## src/rtl/tracker_pkg.sv

```systemverilog
// Shared oscillator types and default widths for the tracker channel blocks.
package tracker_pkg;

    localparam int OSC_ACC_W   = 24;
    localparam int OSC_ADDR_W  = 9;
    localparam int OSC_DATA_W  = 16;
    localparam int OSC_LUT_LAT = 1;

    // Increment that advances the LUT address by exactly one entry per tick
    localparam int INC_ONE_STEP = 1 << (OSC_ACC_W - OSC_ADDR_W);

    typedef enum logic [1:0] {
        IDLE  = 2'd0,
        START = 2'd1,
        RUN   = 2'd2
    } osc_state_e;

endpackage

```

## src/rtl/osc_valid_pipe.sv

```systemverilog
// Valid shift register that tracks outstanding LUT reads; flush discards them all.
module osc_valid_pipe #(
    parameter int DEPTH = 1
) (
    input  logic clk,
    input  logic reset_n,
    input  logic flush,
    input  logic din,
    output logic tail
);

    logic [DEPTH-1:0] q;

    always_ff @(posedge clk or negedge reset_n) begin
        if (!reset_n) begin
            q <= '0;
        end else if (flush) begin
            q <= '0;
        end else begin
            q[0] <= din;
            for (int i = 1; i < DEPTH; i++) begin
                q[i] <= q[i-1];
            end
        end
    end

    assign tail = q[DEPTH-1];

endmodule

```

## src/rtl/wave_phase_gen.sv

```systemverilog
// Per-channel phase accumulator and LUT request/capture front end.
//   state | meaning
//   IDLE  | no note; ticks ignored, sample_out parked at 0
//   START | note (re)triggered; next tick restarts phase at 0
//   RUN   | note playing; each tick issues a LUT request and steps the phase
module wave_phase_gen
    import tracker_pkg::*;
#(
    parameter int ACC_W   = OSC_ACC_W,
    parameter int ADDR_W  = OSC_ADDR_W,
    parameter int DATA_W  = OSC_DATA_W,
    parameter int LUT_LAT = OSC_LUT_LAT
) (
    input  logic                     clk,
    input  logic                     reset_n,
    input  logic                     sample_tick,
    input  logic                     note_on,
    input  logic                     note_off,
    input  logic                     inc_wr,
    input  logic        [ACC_W-1:0]  inc_in,
    output logic        [ADDR_W-1:0] addr_full,
    output logic                     addr_valid,
    input  logic signed [DATA_W-1:0] lut_data,
    output logic signed [DATA_W-1:0] sample_out,
    output logic                     sample_valid,
    output logic                     active
);

    osc_state_e state, state_next;

    logic [ACC_W-1:0] acc;
    logic [ACC_W-1:0] inc_cur;
    logic [ACC_W-1:0] inc_pend;
    logic [ACC_W-1:0] inc_next;
    logic             flush;
    logic             start_tick;
    logic             run_tick;
    logic             pipe_tail;

    always_ff @(posedge clk or negedge reset_n) begin
        if (!reset_n) begin
            state <= IDLE;
        end else begin
            state <= state_next;
        end
    end

    // note_on outranks note_off; a stopping note never issues a request
    always_comb begin
        state_next = state;
        flush      = note_off && !note_on;
        start_tick = 1'b0;
        run_tick   = 1'b0;
        case (state)
            IDLE: begin
                if (note_on) state_next = START;
            end
            START: begin
                start_tick = sample_tick && !flush;
                if (note_on)          state_next = START;
                else if (note_off)    state_next = IDLE;
                else if (sample_tick) state_next = RUN;
            end
            RUN: begin
                run_tick = sample_tick && !flush;
                if (note_on)       state_next = START;
                else if (note_off) state_next = IDLE;
            end
            default: state_next = IDLE;
        endcase
    end

    assign inc_next = (start_tick || run_tick) ? inc_pend : inc_cur;

    always_ff @(posedge clk or negedge reset_n) begin
        if (!reset_n) begin
            acc          <= '0;
            inc_cur      <= '0;
            inc_pend     <= '0;
            addr_full    <= '0;
            addr_valid   <= 1'b0;
            sample_out   <= '0;
            sample_valid <= 1'b0;
        end else begin
            addr_valid   <= 1'b0;
            sample_valid <= 1'b0;
            inc_cur      <= inc_next;
            if (inc_wr) begin
                inc_pend <= inc_in;
            end
            if (start_tick) begin
                acc        <= inc_pend;
                addr_full  <= '0;
                addr_valid <= 1'b1;
            end else if (run_tick) begin
                addr_full  <= acc[ACC_W-1 -: ADDR_W];
                acc        <= acc + inc_pend;
                addr_valid <= 1'b1;
            end
            if (flush) begin
                sample_out <= '0;
            end else if (pipe_tail) begin
                sample_out   <= lut_data;
                sample_valid <= 1'b1;
            end
        end
    end

    osc_valid_pipe #(
        .DEPTH (LUT_LAT)
    ) u_valid_pipe (
        .clk     (clk),
        .reset_n (reset_n),
        .flush   (flush),
        .din     (addr_valid),
        .tail    (pipe_tail)
    );

    assign active = (state != IDLE);

endmodule

```

## config.mk

```make
export PLATFORM = sky130hd
export DESIGN_NAME = wave_phase_gen
export DESIGN_NICKNAME = d
export VERILOG_FILES = /design/src/rtl/tracker_pkg.sv /design/src/rtl/osc_valid_pipe.sv /design/src/rtl/wave_phase_gen.sv
export SDC_FILE = /design/constraint.sdc
export NUM_CORES = 1
export LEC_CHECK = 0
export CAP_MARGIN = 20
export CORE_MARGIN = 5
export CORE_UTILIZATION = 58
export DETAILED_ROUTE_END_ITERATION = 10
export PLACE_DENSITY_LB_ADDON = 0.1
export SYNTH_ARGS = -nofsm -noshare
export SYNTH_HDL_FRONTEND = slang
export SYNTH_SLANG_ARGS = --single-unit
```

## constraint.sdc

```tcl
create_clock -name clk -period 4.8 [get_ports clk]
set_clock_uncertainty 0.1 [all_clocks]
set_input_delay 0.96 -clock clk [delete_from_list [all_inputs] [get_ports clk]]
set_output_delay 0.96 -clock clk [all_outputs]
set_load 0.02 [all_outputs]
```

==> metrics.txt <==
outcome=finished, final reports clean; syn_nets=488; CP startpoint kind=input port; cell mode on critical path=buf_4; final net count=556; Synth area leaders=dfrtp_1 (45%), ha_1 (6.7%), mux2_2 (6.0%); Final GP Congestion=0.909; final setup margin=1.62 ns; Worst Tran Pin Value=0.952 ns; Pleak=2.37 nW; initial antenna violation count=0; Via density=6.07; crit path max fanout=25; Layout Utilization=0.744; die area=9280 um2; RSZ-0062 raised after global routing=false; Mapped Cells=418; # IOs=74; total grt overflow=0; Async S/R FF share, synth=1.00; CP required=4.97 ns; drt first pass iters=4; top-area cell type share of the netlist area=0.451; WL per Instance=17.3 um; antenna diode count=0; clock insertion delay at the later pin of the skew report=0.35 ns; clk sink count=78; dpl hpwl=7230 um; Synth Cell Area=4330 um2; vias=3,573; WS Path Type=in2reg; Stages on worst setup path=9; # DRC=0; initial DRC count=161; total of max-cap violations=0; final hold violation count=0; most common library cells after synthesis=dfrtp_1 (78), nor2_1 (37), ha_1 (23), mux2_2 (23), nand2_1 (22); crit path DAT=3.35 ns; Syn Area/Cell=10.3 um2; most common cell in the netlist=dfrtp_1; Root Buffer Master=clkbuf_8; input/output buffers=73; area grow syn2layout=24.7%; r2r startpoint=inc_pend[0]; H-tree depth=3; TritonCTS clock tree=done; crit-path leading delay family=buffers and inverters; Setup violations, final=0; Clock transition at path regs=0.08 ns; Placed Instance Area=5160 um2; GRT Util Overall=0.236; TritonCTS buffer count=9; pre-CTS WS=1.27 ns; Clock Path Buffers=2; CP max stage delay=0.54 ns; final period utilization=0.663; vias in the first global route=3,661; Initial Utilization=0.596; min-delay worst type=reg2reg; Die Ht=96.4 um; Post-synth top flop=dfrtp_1; Period minus WS final=3.18 ns; PostCTS Resize Cnt=0; synthesized flop and latch total=78; post-synth top area cell=dfrtp_1; Die Wd=96.4 um; row cnt=31; register area share after synthesis=0.451; Routed WL=10,200 um; Setup crit start=note_off; setup bufs post-CTS=0; Routed Antenna Nets=0; crit path capture type=flop; synth unique cells=56; EDFF count, synth=0; Slowest-stage cell, CP=nor2_2; fmax=0.314 GHz; Hold-fix buffers, CTS=0; Critical Path, Cell by Cell=clkdlybuf4s50_1 -> nor2b_1 -> buf_4 -> nor2_1 -> buf_4 -> nor2_2 -> buf_4 -> inv_1 -> o221ai_1; internal reg-to-reg setup slack=2.08 ns; final hold slack=0.390 ns; hold path start=acc[0]; # fillers=516; layout cells sized above 1=0.118; Final Cell Area=5390 um2; crit path capture=acc[1]; synth warn=0; relative slew slack=0.365; P per Cell Area=404 nW/um2; worst path buffer plus inverter count=5; first-pass GRT wire length=17,100 um; Max VDD drop=0.270 mV; reg2reg end=acc[22]; largest net degree at the start of global routing=79; post-route setup TNS=0 ns; fin. max-slew vios=0; worst-case reg-to-reg path depth=10; total core area=7250 um2
==> routing by layer <==
metal  global-route usage  vias up  wire [um]
li1                     -     1676          -
met5                    0        -          0
met4               0.0818        0        152
met1                0.291     1745       4200
met3               0.0571       18        789
met2                0.403      134       5030
==> area by class of cell <==
class | count | area, um2 | area share
Multi-Input combinational cell | 307 | 2240 | 0.416
Sequential cell | 78 | 1950 | 0.362
Timing Repair Buffer | 80 | 801 | 0.148
Clock buffer | 9 | 124 | 0.0230
Tap cell | 99 | 124 | 0.0230
Clock inverter | 6 | 111 | 0.0206
Inverter | 10 | 37.5 | 0.00696
==> worst register-to-register path: cells and delay by family, from the launching register on <==
family / cells / cell delay (ns)
AOI/OAI and AO/OA: 4 / 1.13
adders and majority gates: 2 / 0.42
buffers and inverters: 2 / 0.14
DFF: 1 / 0.42
and+or+nand+nor: 2 / 0.44
==> how the worst min path moves through the flow <==
stage	end	slack, ns	depth (start not counted)
final	acc[0]	0.39	2
after CTS	acc[0]	0.39	2
after floorplan	state[0]	0.35	1
after global routing	acc[0]	0.42	2
after detailed placement	acc[0]	0.37	2
after global placement	acc[0]	0.37	2
==> cell families after synthesis <==
| group | Yosys count | share of synthesized area |
|---|---|---|
| adders and majority gates | 24 | 0.0712 |
| and+or+nand+nor | 115 | 0.132 |
| buffers and inverters | 33 | 0.0304 |
| DFF | 78 | 0.451 |
| muxes | 43 | 0.106 |
| xor gates and xnor gates | 13 | 0.0263 |
| AOI/OAI and AO/OA | 112 | 0.183 |
==> per-stage QoR <==
stage          instances  power (W)
3_5_place_dp         574    0.00160
4_1_cts              589    0.00218
3_3_place_gp         573    0.00156
6_report             589    0.00218
5_1_grt              589    0.00232
2_1_floorplan        418    0.00137
==> flip-flops by register name, summed over array words and instances (netlist names) <==
register	flops
acc	24
inc_pend	24
sample_out	16
addr_full	9
state	2
addr_valid	1
sample_valid	1
u_valid_pipe.tail	1
==> report_power, final <==
group | switching [W] | total [W] | internal (W)
Combinational | 0.000427 | 0.000775 | 0.000348
Clock | 0.000240 | 0.000582 | 0.000342
Sequential | 0.0000753 | 0.000824 | 0.000749
Total | 0.000742 | 0.00218 | 0.00144
==> layout by cell type (no fill, tap or decap), types with 4 or more instances in the layout <==
cell type         n
dfrtp_1          78
clkdlybuf4s50_1  72
nor2_1           36
mux2_2           23
ha_1             23
nand2_1          22
a21oi_1          21
mux2i_1          20
o21ai_0          19
a22oi_1          16
nand3_1          11
inv_1            10
xor2_1            9
a22o_1            9
clkbuf_8          9
nor3_1            7
a221oi_1          7
buf_4             7
a21o_1            6
nand4_1           6
or2_2             5
nand2b_1          5
a31oi_1           5
nor2b_1           4
and2_1            4
and3_1            4
xnor2_1           4
No activity file was read; power rests on OpenSTA's default activity.
